**config.mk**
```make
export PLATFORM = sky130hd
export DESIGN_NAME = uart_rx_simple
export DESIGN_NICKNAME = d
export VERILOG_FILES = /design/src/rtl/uart_pkg.sv /design/src/rtl/uart_sync2.sv /design/src/rtl/uart_rx_simple.sv
export SDC_FILE = /design/constraint.sdc
export NUM_CORES = 1
export LEC_CHECK = 0
export BUFFER_PORTS_ARGS = -buffer_cell sky130_fd_sc_hd__buf_4
export CAP_MARGIN = 5
export CORE_AREA = 10 10 68 70
export DETAILED_ROUTE_END_ITERATION = 10
export DIE_AREA = 0 0 78 80
export PLACE_DENSITY = 0.78
export SYNTH_ARGS = -nofsm -noshare
export SYNTH_HDL_FRONTEND = slang
export SYNTH_SLANG_ARGS = --single-unit
```
**constraint.sdc**
```tcl
create_clock -name clk -period 2.6 [get_ports clk]
set_input_delay 0.52 -clock clk [delete_from_list [all_inputs] [get_ports clk]]
set_output_delay 0.52 -clock clk [all_outputs]
set_load 0.005 [all_outputs]
```
**src/rtl/uart_pkg.sv**
```systemverilog
// Shared UART definitions for the coprocessor serial link (receiver and transmitter).
package uart_pkg;

  // 25 MHz system clock at 115200 baud.
  localparam int unsigned UART_CLKS_PER_BIT = 217;

  typedef enum logic [2:0] {
    IDLE      = 3'd0,
    START     = 3'd1,
    DATA      = 3'd2,
    STOP      = 3'd3,
    WAIT_HIGH = 3'd4
  } uart_rx_state_e;

endpackage

```
**src/rtl/uart_sync2.sv**
```systemverilog
// Two-flop synchroniser for an asynchronous single-bit input.
module uart_sync2 #(
  parameter logic RESET_VAL = 1'b1
) (
  input  logic clk,
  input  logic rst,
  input  logic d,
  output logic q
);

  logic meta_q;
  logic sync_q;

  // Two-stage capture; both stages reset to the line's idle level.
  always_ff @(posedge clk) begin
    if (rst) begin
      meta_q <= RESET_VAL;
      sync_q <= RESET_VAL;
    end else begin
      meta_q <= d;
      sync_q <= meta_q;
    end
  end

  assign q = sync_q;

endmodule

```
**src/rtl/uart_rx_simple.sv**
```systemverilog
// 8N1 UART receiver with mid-bit sampling, a one-entry valid/ready holding register,
// and single-cycle framing/overrun error pulses.
module uart_rx_simple
  import uart_pkg::*;
#(
  parameter int unsigned CLKS_PER_BIT = UART_CLKS_PER_BIT
) (
  input  logic       clk,
  input  logic       rst,
  input  logic       rx,
  output logic [7:0] data_out,
  output logic       data_valid,
  input  logic       data_ready,
  output logic       frame_err,
  output logic       overrun,
  output logic       busy
);

  localparam int unsigned CNT_W = $clog2(CLKS_PER_BIT);
  localparam logic [CNT_W-1:0] HALF = CNT_W'((CLKS_PER_BIT - 1) / 2);
  localparam logic [CNT_W-1:0] LAST = CNT_W'(CLKS_PER_BIT - 1);

  logic rx_s;

  uart_sync2 #(
    .RESET_VAL(1'b1)
  ) u_sync (
    .clk(clk),
    .rst(rst),
    .d  (rx),
    .q  (rx_s)
  );

  uart_rx_state_e state_q, state_d;
  logic [CNT_W-1:0] cnt_q, cnt_d;
  logic [2:0]       bit_idx_q, bit_idx_d;
  logic [7:0]       shift_q, shift_d;
  logic             deliver_q, deliver_d;
  logic             frame_err_q, frame_err_d;
  logic [7:0]       data_q, data_d;
  logic             valid_q, valid_d;
  logic             overrun_q, overrun_d;
  logic             handshake;

  // Frame FSM: start validation, data sampling, stop check and break recovery.
  always_comb begin
    state_d     = state_q;
    cnt_d       = cnt_q;
    bit_idx_d   = bit_idx_q;
    shift_d     = shift_q;
    deliver_d   = 1'b0;
    frame_err_d = 1'b0;
    unique case (state_q)
      IDLE: begin
        cnt_d = '0;
        if (!rx_s) state_d = START;
      end
      START: begin
        if (cnt_q == HALF) begin
          cnt_d     = '0;
          bit_idx_d = 3'd0;
          // A start bit that is high again at mid-bit is a glitch.
          state_d   = rx_s ? IDLE : DATA;
        end else begin
          cnt_d = cnt_q + CNT_W'(1);
        end
      end
      DATA: begin
        if (cnt_q == LAST) begin
          cnt_d            = '0;
          shift_d[bit_idx_q] = rx_s;
          if (bit_idx_q == 3'd7) state_d = STOP;
          else bit_idx_d = bit_idx_q + 3'd1;
        end else begin
          cnt_d = cnt_q + CNT_W'(1);
        end
      end
      STOP: begin
        if (cnt_q == LAST) begin
          cnt_d = '0;
          // Leaving at mid-stop leaves half a bit to catch a back-to-back start edge.
          if (rx_s) begin
            deliver_d = 1'b1;
            state_d   = IDLE;
          end else begin
            frame_err_d = 1'b1;
            state_d     = WAIT_HIGH;
          end
        end else begin
          cnt_d = cnt_q + CNT_W'(1);
        end
      end
      WAIT_HIGH: begin
        cnt_d = '0;
        if (rx_s) state_d = IDLE;
      end
      default: begin
        state_d = IDLE;
        cnt_d   = '0;
      end
    endcase
  end

  assign handshake = valid_q & data_ready;

  // Holding register: accept a new byte if empty or being drained this cycle, else overrun.
  always_comb begin
    data_d    = data_q;
    valid_d   = valid_q;
    overrun_d = 1'b0;
    if (deliver_q) begin
      if (!valid_q || handshake) begin
        data_d  = shift_q;
        valid_d = 1'b1;
      end else begin
        overrun_d = 1'b1;
      end
    end else if (handshake) begin
      valid_d = 1'b0;
    end
  end

  // State, counters, shift and holding registers.
  always_ff @(posedge clk) begin
    if (rst) begin
      state_q     <= IDLE;
      cnt_q       <= '0;
      bit_idx_q   <= 3'd0;
      shift_q     <= 8'h00;
      deliver_q   <= 1'b0;
      frame_err_q <= 1'b0;
      data_q      <= 8'h00;
      valid_q     <= 1'b0;
      overrun_q   <= 1'b0;
    end else begin
      state_q     <= state_d;
      cnt_q       <= cnt_d;
      bit_idx_q   <= bit_idx_d;
      shift_q     <= shift_d;
      deliver_q   <= deliver_d;
      frame_err_q <= frame_err_d;
      data_q      <= data_d;
      valid_q     <= valid_d;
      overrun_q   <= overrun_d;
    end
  end

  assign data_out   = data_q;
  assign data_valid = valid_q;
  assign frame_err  = frame_err_q;
  assign overrun    = overrun_q;
  assign busy       = (state_q != IDLE);

endmodule

```
==> impl_metrics.tcl <==
set metrics [dict create \
    finalNetCount 195 \
    clock-sinks 36 \
    synth_top_area_cell "dfxtp_1" \
    p_total_mw 0.965 \
    root_buffer "clkbuf_4" \
    switching_share 0.205 \
    r2r-start "state_q[1]" \
    ios 16 \
    crit_type "register to register" \
    r2r_end "shift_q[1]" \
    antenna_found_initial 0 \
    p_int_mw 0.767 \
    critical_path_cell_count 5 \
    setup_viol 0 \
    path_max_fanout 10 \
    die_x_um 78 \
    power.net_switching_mw 0.198 \
    wl_per_cell_um 12.6 \
    die_area_mm2 0.00624 \
    final_cell_mix "36 x dfxtp_1, 35 x nor2_1, 16 x buf_4" \
    finalInstanceArea_mm2 0.00177 \
    hold_violations 0 \
    drive_above_1_share 0.149 \
    drtIter0Drc 97 \
    synth_nets 181 \
    via_count 1207 \
    grt_pass1_vias 1086 \
    maxSlewViolCount 0 \
    worstMarginPinSlew_ns 0.642 \
    pwr_density_cell_mw_per_mm2 544 \
    p_leak_nw 0.711 \
    path_cells "or3b_1 -> or4_4 -> nor3_1 -> mux2i_1 -> nor2_1" \
    areaGrowthSynthToFinish_pct 12.6 \
    initial_utilization 0.479 \
    place_congestion 0.786 \
    grt-ovfl-total 0 \
    num_rows 21 \
    grt_max_degree 29 \
    ys_warn_count 0 \
    final_antenna_net_count 0 \
    layout.area.seq_um2 721 \
    cp-startpoint "state_q[1]" \
    via_per_inst 5.16 \
    crit_path_top_delay_cell "dfxtp_1" \
    r2r_setup_slack_ns 0.51 \
    avgSynthCellArea_um2 9.09 \
    fmax_ghz 0.479 \
    crit_buf_inv 0 \
    hold_path.class "input pin to register" \
    skew_ns 0.0132 \
    path_delay_family "simple AND/OR/NAND/NOR gates" \
    status "complete, no violations" \
    rr_worst_depth 5 \
    clock_power_share 0.394 \
    clock_path_buffers 2 \
    clk_pin_slew_ns 0.11 \
    num_antenna_cells 0 \
    postCtsSetupBuffers 0 \
    layout_worst_path_cycle_share 0.803 \
    combPwrFrac 0.027 \
    start_kind "register" \
    synth_area_mm2 0.00157 \
    drc 0 \
    wl_mm 2.94 \
    finalCriticalPeriod_ns 2.09 \
    clock_latency_ns 0.34 \
    firstDrtPassIters 4 \
    ctsHoldBuffers 0 \
    coreArea_mm2 0.00328 \
    multiInputGateArea_um2 763 \
    arrival_ns 2.33 \
    layout_commonest_cell "dfxtp_1" \
    synth_cell_types 42 \
    grt_pass1_wl_mm 5.00 \
    synthCells 173 \
    fp.dieH_um 80 \
    fin_setup_tns_ns 0 \
    synth_top_area_frac 0.458 \
    nFillCells 312 \
    cts_resized 0 \
    place_area_mm2 0.00170 \
    htreeDepth 2 \
    ys_ff_latch 36 \
    required_ns 2.84 \
    grtUsageTotal 0.100 \
    ys_top_cells_by_area "dfxtp_1 46%, mux2i_1 9.5%, nor2_1 8.4%, ha_1 3.2%, a21oi_1 2.2%" \
    port_buffers 15 \
    cts_tree "yes" \
    numCtsBuffers 5 \
    max_slew_margin 0.570 \
    dp_hpwl_mm 2.10 \
    critPathCaptureType "register" \
    slowest_delay_ns 0.51 \
    ir_drop_v 0.000286 \
    crit_path_end "shift_q[1]" \
    grt_setup_unrepaired "no" \
    maxCapViolations 0 \
    yosysSeqAreaShare 0.458 \
    p_seq_frac 0.579 \
]
==> kinds of logic after synthesis <==
group / synth area share
AND/OR/NAND/NOR: 0.254
flip-flops: 0.458
AO/OA/AOI/OAI: 0.0692
buffers and inverters: 0.0565
multiplexers: 0.103
XOR/XNOR: 0.0278
adder cells (fa/ha/maj): 0.0318
==> cell type report <==
cell class | instances | share of cell area
clock inverter | 2 | 0.0198
multi-input combinational | 119 | 0.431
tap | 46 | 0.0325
clock buffer | 6 | 0.0233
inverter | 9 | 0.0191
timing repair buffer | 16 | 0.0678
sequential | 36 | 0.407
==> cell usage after synthesis <==
cell type / number
and4_1: 1
xnor2_1: 3
or4_4: 1
nand4_1: 1
buf_6: 2
dfxtp_1: 36
or2_2: 2
nand2_1: 5
nand3_1: 6
mux2_2: 1
nand4bb_1: 1
a211o_1: 1
and4b_1: 1
or3_1: 4
nor4b_1: 2
a22oi_1: 2
or4_1: 2
clkbuf_2: 1
nor2b_1: 1
clkbuf_1: 3
o211ai_1: 1
or2_1: 1
inv_1: 9
nor3b_1: 1
buf_1: 1
or2b_1: 1
buf_4: 1
nor4bb_1: 1
ha_1: 4
xor2_1: 2
mux2i_1: 15
a32o_2: 1
nor2_1: 35
buf_2: 1
nand2b_1: 2
a21oi_1: 7
nor3_1: 3
o22ai_1: 1
or3b_1: 2
nor4_1: 3
o21ai_1: 1
o21ai_0: 4
==> power groups by stage <==
stage / clock network [mW] / logic (mW) / registers [mW]
3_5_place_dp: 0 / 0.0259 / 0.571
6_report: 0.380 / 0.0259 / 0.559
4_1_cts: 0.384 / 0.0260 / 0.558
3_3_place_gp: 0 / 0.0261 / 0.571
2_1_floorplan: 0 / 0.0218 / 0.567
5_1_grt: 0.406 / 0.0288 / 0.559
==> worst register-to-register path, stage by stage (launching register included) <==
cell and delay [ns]:
dfxtp_1 0.51, or3b_1 0.51, or4_4 0.49, nor3_1 0.22, mux2i_1 0.21, nor2_1 0.05
==> state kept, by name (all words and copies together) (netlist names), 3 cells and up <==
name and flops:
cnt_q 8, data_out 8, shift_q 8, bit_idx_q 3
state_q 3
==> per-stage QoR <==
| step | cells | worst slack, ns | util | hold WS, ns |
|---|---|---|---|---|
| after CTS | 234 | 0.514 | 0.539 | 0.340 |
| final | 234 | 0.512 | 0.539 | 0.347 |
| after floorplan | 173 | 0.656 | - | 0.389 |
| after global placement | 226 | 0.534 | 0.516 | 0.397 |
| after global routing | 234 | 0.370 | 0.539 | 0.339 |
| after detailed placement | 226 | 0.517 | 0.516 | 0.403 |
==> worst min path at each step <==
stage / endpoint / depth (start not counted) / start / slack (ns)
floorplan: u_sync.q / 1 / u_sync.meta_q / 0.39
global placement: u_sync.q / 1 / u_sync.meta_q / 0.40
detailed placement: u_sync.q / 1 / u_sync.meta_q / 0.40
CTS: overrun / 2 / data_ready / 0.34
global route: overrun / 2 / data_ready / 0.34
finish: overrun / 2 / data_ready / 0.35
==> per-layer routing <==
metal	routed length, µm	vias to the layer above	GRT usage
li1	-	625	-
met1	1400	550	0.115
met2	1290	27	0.154
met3	186	5	0.0428
met4	63	0	0.0538
met5	0	-	0
Power figures use the tool's default switching activity.
